[config.mk]
export PLATFORM = sky130hd
export DESIGN_NAME = fetch_unit
export DESIGN_NICKNAME = d
export VERILOG_FILES = /design/src/rtl/micropop_pkg.sv /design/src/rtl/fetch_queue.sv /design/src/rtl/fetch_unit.sv
export SDC_FILE = /design/constraint.sdc
export NUM_CORES = 1
export LEC_CHECK = 0
export CORE_MARGIN = 8
export CORE_UTILIZATION = 25
export CTS_CLUSTER_SIZE = 30
export DETAILED_ROUTE_END_ITERATION = 7
export PLACE_DENSITY = 0.51
export SLEW_MARGIN = 20
export SYNTH_ARGS = -nofsm -noshare
export SYNTH_HDL_FRONTEND = slang
export SYNTH_HIERARCHICAL = 1
export SYNTH_SLANG_ARGS = --single-unit
[constraint.sdc]
create_clock -name Clock -period 3.53 [get_ports Clock]
set_input_delay 0.706 -clock Clock [delete_from_list [all_inputs] [get_ports Clock]]
set_output_delay 0.706 -clock Clock [all_outputs]
set_load 0.02 [all_outputs]
[src/rtl/micropop_pkg.sv]
// Shared types for the instruction fetch front end.
package micropop_pkg;

  typedef logic [15:0] word_t;

  typedef enum logic [1:0] {
    IDLE    = 2'd0,
    WAIT    = 2'd1,
    DISCARD = 2'd2
  } fetch_state_t;

  typedef struct packed {
    word_t Address;
    word_t Data;
  } fetch_entry_t;

  localparam word_t DEFAULT_RESET_VECTOR = 16'h0000;

endpackage

[src/rtl/fetch_queue.sv]
// Prefetch FIFO of {address, instruction} entries; flush empties it in one cycle.
module fetch_queue
  import micropop_pkg::*;
#(
  parameter int DEPTH = 4
) (
  input  logic                     clock,
  input  logic                     reset,
  input  logic                     push,
  input  logic                     pop,
  input  logic                     flush,
  input  fetch_entry_t             push_entry,
  output fetch_entry_t             head,
  output logic [$clog2(DEPTH):0]   count,
  output logic                     empty,
  output logic                     full
);

  localparam int PW = $clog2(DEPTH);
  localparam int CW = PW + 1;

  fetch_entry_t   storage [DEPTH];
  logic [PW-1:0]  rd_ptr;
  logic [PW-1:0]  wr_ptr;
  logic           do_push;
  logic           do_pop;

  assign empty   = (count == '0);
  assign full    = (count == CW'(DEPTH));
  assign do_push = push && !full;
  assign do_pop  = pop && !empty;
  assign head    = storage[rd_ptr];

  // Pointers wrap naturally because DEPTH is a power of two.
  always_ff @(posedge clock) begin
    if (reset || flush) begin
      rd_ptr <= '0;
      wr_ptr <= '0;
      count  <= '0;
    end else begin
      if (do_push) begin
        storage[wr_ptr] <= push_entry;
        wr_ptr          <= wr_ptr + PW'(1);
      end
      if (do_pop) begin
        rd_ptr <= rd_ptr + PW'(1);
      end
      case ({do_push, do_pop})
        2'b10:   count <= count + CW'(1);
        2'b01:   count <= count - CW'(1);
        default: count <= count;
      endcase
    end
  end

endmodule

[src/rtl/fetch_unit.sv]
// Instruction fetch front end: single-outstanding memory reads into a prefetch queue.
// IDLE    | no request outstanding
// WAIT    | request outstanding, response will be queued
// DISCARD | request outstanding after a redirect, response will be dropped
module fetch_unit
  import micropop_pkg::*;
#(
  parameter int    DEPTH        = 4,
  parameter word_t RESET_VECTOR = DEFAULT_RESET_VECTOR
) (
  input  logic  Clock,
  input  logic  Reset,
  output logic  MemRequest,
  output word_t MemAddress,
  input  logic  MemReady,
  input  word_t MemData,
  output word_t Instruction,
  output word_t InstructionAddress,
  output logic  InstructionValid,
  input  logic  InstructionAccept,
  input  logic  Redirect,
  input  word_t RedirectTarget
);

  localparam int CW = $clog2(DEPTH) + 1;

  fetch_state_t  state;
  fetch_state_t  state_next;
  word_t         fetch_pc;
  word_t         pc_next;
  word_t         addr_next;
  logic          push;
  logic          pop;
  logic          full;
  logic          empty;
  logic [CW-1:0] count;
  logic [CW-1:0] count_after_push;
  fetch_entry_t  head;
  fetch_entry_t  push_entry;

  assign pop              = !empty && InstructionAccept && !Redirect;
  assign count_after_push = count + CW'(1) - CW'(pop);
  assign push_entry       = '{Address: MemAddress, Data: MemData};

  fetch_queue #(
    .DEPTH (DEPTH)
  ) u_queue (
    .clock      (Clock),
    .reset      (Reset),
    .push       (push),
    .pop        (pop),
    .flush      (Redirect),
    .push_entry (push_entry),
    .head       (head),
    .count      (count),
    .empty      (empty),
    .full       (full)
  );

  always_ff @(posedge Clock) begin
    if (Reset) begin
      state      <= IDLE;
      MemAddress <= RESET_VECTOR;
      fetch_pc   <= RESET_VECTOR;
    end else begin
      state      <= state_next;
      MemAddress <= addr_next;
      fetch_pc   <= pc_next;
    end
  end

  always_comb begin
    state_next = state;
    addr_next  = MemAddress;
    pc_next    = fetch_pc;
    push       = 1'b0;
    case (state)
      IDLE: begin
        if (Redirect) begin
          pc_next = RedirectTarget;
        end else if (!full) begin
          state_next = WAIT;
          addr_next  = fetch_pc;
        end
      end
      WAIT: begin
        if (MemReady) begin
          if (Redirect) begin
            pc_next    = RedirectTarget;
            state_next = IDLE;
          end else begin
            push    = 1'b1;
            pc_next = MemAddress + 16'd1;
            // Keep streaming while the queue still has room after this push.
            if (count_after_push < CW'(DEPTH)) begin
              addr_next = MemAddress + 16'd1;
            end else begin
              state_next = IDLE;
            end
          end
        end else if (Redirect) begin
          pc_next    = RedirectTarget;
          state_next = DISCARD;
        end
      end
      DISCARD: begin
        if (Redirect) begin
          pc_next = RedirectTarget;
        end
        if (MemReady) begin
          state_next = IDLE;
        end
      end
      default: state_next = IDLE;
    endcase
  end

  assign MemRequest         = (state != IDLE);
  assign InstructionValid   = !empty;
  assign Instruction        = empty ? 16'h0000 : head.Data;
  assign InstructionAddress = empty ? 16'h0000 : head.Address;

endmodule

==> impl_metrics.env <==
export IMPL_status="completed"
export IMPL_nets=648
export IMPL_n_antenna_cell=0
export IMPL_ioPinCount=87
export IMPL_crit_type="reg -> out"
export IMPL_drt_initial_drc_count=347
export IMPL_clk_transition_reported_paths_ps=60
export IMPL_setup_viol_count_final=0
export IMPL_layoutNonFillerInstCount=1007
export IMPL_tritoncts="done"
export IMPL_io_buffer_count=86
export IMPL_finalSetupTns_ps=0
export IMPL_syn_to_final_growth_pct=27.4
export IMPL_grt_use_met1_pct=13.4
export IMPL_clockBufferDepth=2
export IMPL_utilization_pct=32.0
export IMPL_hold_viol_final=0
export IMPL_grtUsageTotal_pct=10.6
export IMPL_end_kind="primary output"
export IMPL_grt_pass1_vias=5023
export IMPL_clock_skew_ps=8.15
export IMPL_cts_resized=0
export IMPL_ys_seq_area_share_pct=63.8
export IMPL_wl_mm=18.8
export IMPL_yosysUniqueCellTypes=62
export IMPL_yosysTopAreaCell="edfxtp_1"
export IMPL_gp_congestion=0.841
export IMPL_htreeDepth=4
export IMPL_synth_edf_count=128
export IMPL_ys_flop_type="edfxtp_1"
export IMPL_cpPeakStageDelay_ps=790
export IMPL_hpwl_mm=12.5
export IMPL_slowest_stage="dfxtp_2"
export IMPL_fin_crit_ps=3240
export IMPL_post_place_cells=975
export IMPL_use_met2_pct=17.5
export IMPL_maxCapViolations=0
export IMPL_synth_top_area_share_pct=52.2
export IMPL_grt_pass1_wl_mm=29.0
export IMPL_routed_via_count=4769
export IMPL_initial_core_util_pct=25.1
export IMPL_clk_latency_ps=420
export IMPL_tightest_slew_ps=734
export IMPL_synthArstFlopShare_pct=0
export IMPL_use_met3_pct=2.95
export IMPL_chipHeight_um=188
export IMPL_drive_gt1_share_pct=16.2
export IMPL_period_share_pct=91.8
export IMPL_relSlewSlack_pct=51.0
export IMPL_ir_drop_uv=302
export IMPL_gr_total_overflow=0
export IMPL_clock_sinks=171
export IMPL_rsz0062_at_grt="false"
export IMPL_core_um2=29300
export IMPL_min_path_type="reg -> reg"
export IMPL_grt_antenna_before_repair=0
export IMPL_synthCells=516
export IMPL_top_usage_layer="met2"
export IMPL_root_buffer="clkbuf_16"
export IMPL_yosysWarnings=6
export IMPL_timing_fmax_mhz=309
export IMPL_drc=0
export IMPL_synth_seq_cells=171
export IMPL_dr_pass1_iters=5
export IMPL_crit_chain="buf_4 -> mux4_2 -> nor2b_1 -> clkdlybuf4s50_1"
export IMPL_wl_per_cell_um=18.7
export IMPL_synthTopCellsByArea="edfxtp_1 52%, dfxtp_1 12%, mux4_2 9.8%"
export IMPL_crit_fanout=24
export IMPL_p_leak_nw=3.01
export IMPL_crit_arrival_ps=2540
export IMPL_hold_buffers=0
export IMPL_cts_setup_buffers=0
export IMPL_ant_nets=0
export IMPL_cts_buffers_inserted=17
export IMPL_vias_per_cell=4.74
export IMPL_cellPowerDensity_nw_per_um2=464
export IMPL_fillers=2918
export IMPL_finalMaxSlewViolations=0
export IMPL_cp_required_ps=2820
export IMPL_chipWidth_um=188
export IMPL_dieArea_um2=35200
export IMPL_p_total_mw=4.36
export IMPL_rows=63
export IMPL_grt_max_degree=39
export IMPL_avgSynthCellArea_um2=14.3
export IMPL_start_kind="register"
export IMPL_synth_area_um2=7370
export IMPL_syn_nets=560
[sequential cells by signal, summed over array words and instances (netlist names), named ones only]
name             count
state                2
fetch_pc            16
u_queue/count        3
MemAddress          16
u_queue/wr_ptr       2
u_queue/rd_ptr       2
u_queue/storage    128
[area by class of cell]
type,count,area [um2],area share [%]
sequential,171,4710,50.1
timing repair buffer,104,1070,11.4
multi-input combinational,296,2460,26.2
clock inverter,14,181,1.93
inverter,14,52.6,0.560
clock buffer,18,429,4.57
tap,390,488,5.20
[power breakdown]
group,total (mW),switching [mW],internal [mW]
Combinational,0.219,0.119,0.0993
Sequential,2.21,0.0326,2.17
Clock,1.93,0.801,1.13
Total,4.36,0.953,3.41
[placed cells by master (no fill, tap or decap), drive strengths merged, types with 2 or more instances in the layout]
| cell type | netlist | layout |
|---|---|---|
| nor3 | 11 | 11 |
| a22oi | 4 | 4 |
| buf | 15 | 18 |
| a221oi | 2 | 2 |
| xor2 | 10 | 10 |
| edfxtp | 128 | 128 |
| nor2 | 40 | 40 |
| o311ai | 9 | 9 |
| inv | 14 | 21 |
| and2b | 3 | 3 |
| a32o | 3 | 3 |
| nor4 | 8 | 8 |
| or2 | 3 | 3 |
| nand2b | 3 | 3 |
| mux4 | 32 | 32 |
| bufinv | 0 | 3 |
| clkbuf | 20 | 18 |
| o21a | 2 | 2 |
| nand4 | 6 | 6 |
| and2 | 3 | 3 |
| or3 | 3 | 3 |
| a21oi | 20 | 20 |
| nand3 | 9 | 9 |
| o22ai | 2 | 2 |
| o31ai | 9 | 9 |
| clkinv | 0 | 4 |
| xnor2 | 6 | 6 |
| nand2 | 22 | 22 |
| a222oi | 9 | 9 |
| and3 | 4 | 4 |
| o221ai | 3 | 3 |
| clkdlybuf4s50 | 0 | 86 |
| o21ai | 11 | 11 |
| ha | 6 | 6 |
| dfxtp | 43 | 43 |
| nor2b | 34 | 34 |
| nor3b | 2 | 2 |
[per-layer routing]
metal | vias up | routed length, um
met1 | 2417 | 8440
li1 | 2180 | -
met5 | - | 0
met4 | 0 | 208
met3 | 17 | 1090
met2 | 155 | 9050
[critical path: cells and delay by family, from the launching register on]
kind	cells	cell delay, ps
mux	1	320
buf+inv	2	850
flops	1	790
simple gates	1	150
[logic make-up (layout without fill, tap and decap cells)]
| logic type | count (synthesis) | count (layout) | share of synthesized area (%) |
|---|---|---|---|
| flip-flops | 171 | 171 | 63.8 |
| AND/OR/NAND/NOR | 153 | 153 | 11.3 |
| AO/OA/AOI/OAI | 87 | 87 | 8.83 |
| buffers and inverters | 49 | 150 | 2.90 |
| multiplexers | 33 | 33 | 9.93 |
| XOR/XNOR | 16 | 16 | 1.90 |
| adder cells (fa/ha/maj) | 7 | 7 | 1.29 |
[metrics by stage]
step / hold slack (ps) / worst slack [ps] / cell area, um2
after detailed placement: 457 / 483 / 8780
final: 465 / 289 / 9390
after global routing: 494 / 129 / 9390
after global placement: 455 / 563 / 8780
after floorplan: 432 / 555 / 7370
after CTS: 466 / 225 / 9390
[cell usage after synthesis (2+ instances only)]
| master | number |
|---|---|
| edfxtp_1 | 128 |
| dfxtp_1 | 43 |
| nor2_1 | 40 |
| nor2b_1 | 34 |
| mux4_2 | 32 |
| nand2_1 | 22 |
| a21oi_1 | 20 |
| clkbuf_1 | 19 |
| inv_1 | 14 |
| o21ai_0 | 11 |
| nor3_1 | 10 |
| xor2_1 | 10 |
| a222oi_1 | 9 |
| nand3_1 | 9 |
| o311ai_1 | 9 |
| o31ai_1 | 9 |
| buf_2 | 8 |
| ha_1 | 6 |
| nor4_1 | 6 |
| xnor2_1 | 6 |
| nand4_1 | 5 |
| a22oi_1 | 4 |
| and3_1 | 4 |
| a32o_1 | 3 |
| and2b_1 | 3 |
| buf_1 | 3 |
| buf_4 | 3 |
| nand2b_1 | 3 |
| o221ai_1 | 3 |
| a221oi_1 | 2 |
| and2_1 | 2 |
| nor3b_1 | 2 |
| o21a_1 | 2 |
| o22ai_1 | 2 |
| or2_2 | 2 |
| or3_1 | 2 |
[final timing paths]
check,from,end,slack [ps],depth (start not counted)
hold reg to reg,fetch_pc[3]$_SDFFE_PP0P_,fetch_pc[3]$_SDFFE_PP0P_,470,2
setup reg to reg,u_queue/count[2]$_SDFFE_PP0P_,u_queue/count[2]$_SDFFE_PP0P_,930,10
hold / removal,fetch_pc[3]$_SDFFE_PP0P_,fetch_pc[3]$_SDFFE_PP0P_,470,2
setup / recovery,register,Instruction[10],290,4
Power figures use the tool's default switching activity.
==> RTL edit: new RTL, same flow settings <==
`DEPTH` is set to 4 in 2 places; all go to 16.
--- a/src/rtl/fetch_queue.sv
+++ b/src/rtl/fetch_queue.sv
@@ -3,5 +3,5 @@
   import micropop_pkg::*;
 #(
-  parameter int DEPTH = 4
+  parameter int DEPTH = 16
 ) (
   input  logic                     clock,
--- a/src/rtl/fetch_unit.sv
+++ b/src/rtl/fetch_unit.sv
@@ -6,5 +6,5 @@
   import micropop_pkg::*;
 #(
-  parameter int    DEPTH        = 4,
+  parameter int    DEPTH        = 16,
   parameter word_t RESET_VECTOR = DEFAULT_RESET_VECTOR
 ) (
Behaviour: not the same (a bounded check fails within 10 cycles, from zero or initial values and one cycle with Reset high).
==> RTL edit against the original RTL <==
- first-iteration DRC count rose to 2.6 times the old value
- clock power grew to 3.1 times the old value
- hold slack improved by 0.033 ns
- critical path depth up 4
- clock skew rose by 0.054 ns
- cell count rose to 2.5 times the old value
- synthesized area grew to 3.0 times the old value
- setup slack lost 0.22 ns
- count of clock-buffer cells in the layout rose by 54
- final area rose to 2.9 times the old value
- power rose to 3.1 times the old value
- sequential cell count is 392 higher
- routed wire length grew to 3.1 times the old value
- critical endpoint is now InstructionAddress[15]
==> RTL edit: results (changes against the original RTL) <==
top_regs: "u_queue/storage x512, MemAddress x16, fetch_pc x16"
peakVddDrop_v: 0.0004386  # +45%
initialDrtViolationCount: 917  # +160%
leakage_nw: 8.552  # +180%
r2r_start: "u_queue/count[0]"
status: "finished clean"
routabilityCongestion: 0.7756  # -7.8%
r2r-end: "u_queue/count[4]"
ys_seq_area_share_pct: 73.28  # +9.4 points
num-fill-cells: 8530  # +190%
drive_gt1_share_pct: 24.20  # +8.0 points
crit_slowest_cell: "mux4_2"
ys_top_cells_by_count: "edfxtp_1, mux4_2, a22oi_1, nand2_1, dfxtp_1"
place_hpwl_mm: 31.76  # +150%
grt_pass1_vias: 12880  # +160%
antenna_found_initial: 2  # +2
grt_start_max_net_pins: 43  # +10%
synth_edf_count: 512  # +300%
globalRouteTotalUtil_pct: 11.42  # +0.82 points
synth_cell_types: 63  # +1.6%
synth-xor-area-share_pct: 0.7046  # -1.2 points
r2r_setup_slack_ns: 0.69  # -0.24 ns
finalNonFillerCells: 2567  # +150%
clock_path_buffers: 3  # +1
fin_skew_ns: 0.06193  # +0.05378 ns
grt_first_pass_wirelength_mm: 84.79  # +190%
whs_ns: 0.4981  # +0.03306 ns
insertion_delay_ns: 0.65  # +0.23 ns
placed_area_um2: 25320  # +190%
endpoint: "InstructionAddress[15]"
num_vias: 11890  # +150%
synth_nets: 1245  # +120%
synth-adder-area-share_pct: 0.6487  # -0.64 points
h-tree-depth: 2  # -2
pre_cts_ws_ns: 0.2297  # -0.2531 ns
final_nets: 1400  # +120%
cts_buffers: 58  # +41
tightest_slew_ns: 1.078  # +0.3439 ns
synthMuxAreaShare_pct: 13.16  # +3.2 points
critical_path_arrival_ns: 2.75  # +0.21 ns
synth.area.top_cells: "edfxtp_1, mux4_2, dfxtp_1, a22oi_1, nand2_1"
synth_compound_area_share_pct: 5.318  # -3.5 points
reg2reg_depth: 12  # +2
-- RTL edit: layer usage --
layer,part of all wire (%),track usage (%),vias up,wire length (µm)
met5,0,0,-,0
met4,1.5,2.233,0,842
met3,5.9,2.442,67,3373
met2,46,18.26,353,26550
met1,46,16.04,6260,26600
li1,-,-,5205,-
-- RTL edit: how the worst min path moves through the flow --
stage                            from       endpoint  cells after the start
finish                    fetch_pc[0]  MemAddress[0]                      2
global route              fetch_pc[0]  MemAddress[0]                      2
CTS                       fetch_pc[0]  MemAddress[0]                      2
detailed placement        fetch_pc[1]  MemAddress[1]                      2
global placement          fetch_pc[1]  MemAddress[1]                      2
floorplan           u_queue/rd_ptr[3]           flop                      2
-- RTL edit: where the power goes --
group | switching (W) | total (W) | internal, W
Sequential | 0.0000418 | 0.00733 | 0.00729
Combinational | 0.000217 | 0.000348 | 0.000132
Clock | 0.00258 | 0.00592 | 0.00334
-- RTL edit: cell type report --
| cell class | count | area (µm²) | share of cell area [%] |
|---|---|---|---|
| diodes | 1 | 2.502 | 0.009132 |
| repair buffers | 166 | 1904 | 6.949 |
| clock inverters | 37 | 360.3 | 1.315 |
| inverters | 12 | 45.04 | 0.1644 |
| flip-flops and latches | 563 | 16400 | 59.86 |
| clock buffers | 72 | 1504 | 5.488 |
| multi-input cells | 551 | 5725 | 20.89 |
| well taps | 1165 | 1458 | 5.319 |
-- RTL edit: critical path: cells and delay by family (launching register included) --
family,cells,cell delay (ns)
AOI/OAI and AO/OA,1,0.21
DFF,1,0.36
muxes,1,0.50
and+or+nand+nor,2,0.27
buffers and inverters,4,0.82
-- RTL edit: timing repair --
item	in CTS	in global routing
setup buffers	9	3
cloned	3	0
resized for setup	52	13
setup endpoints to repair	32	16
pin swaps	0	1
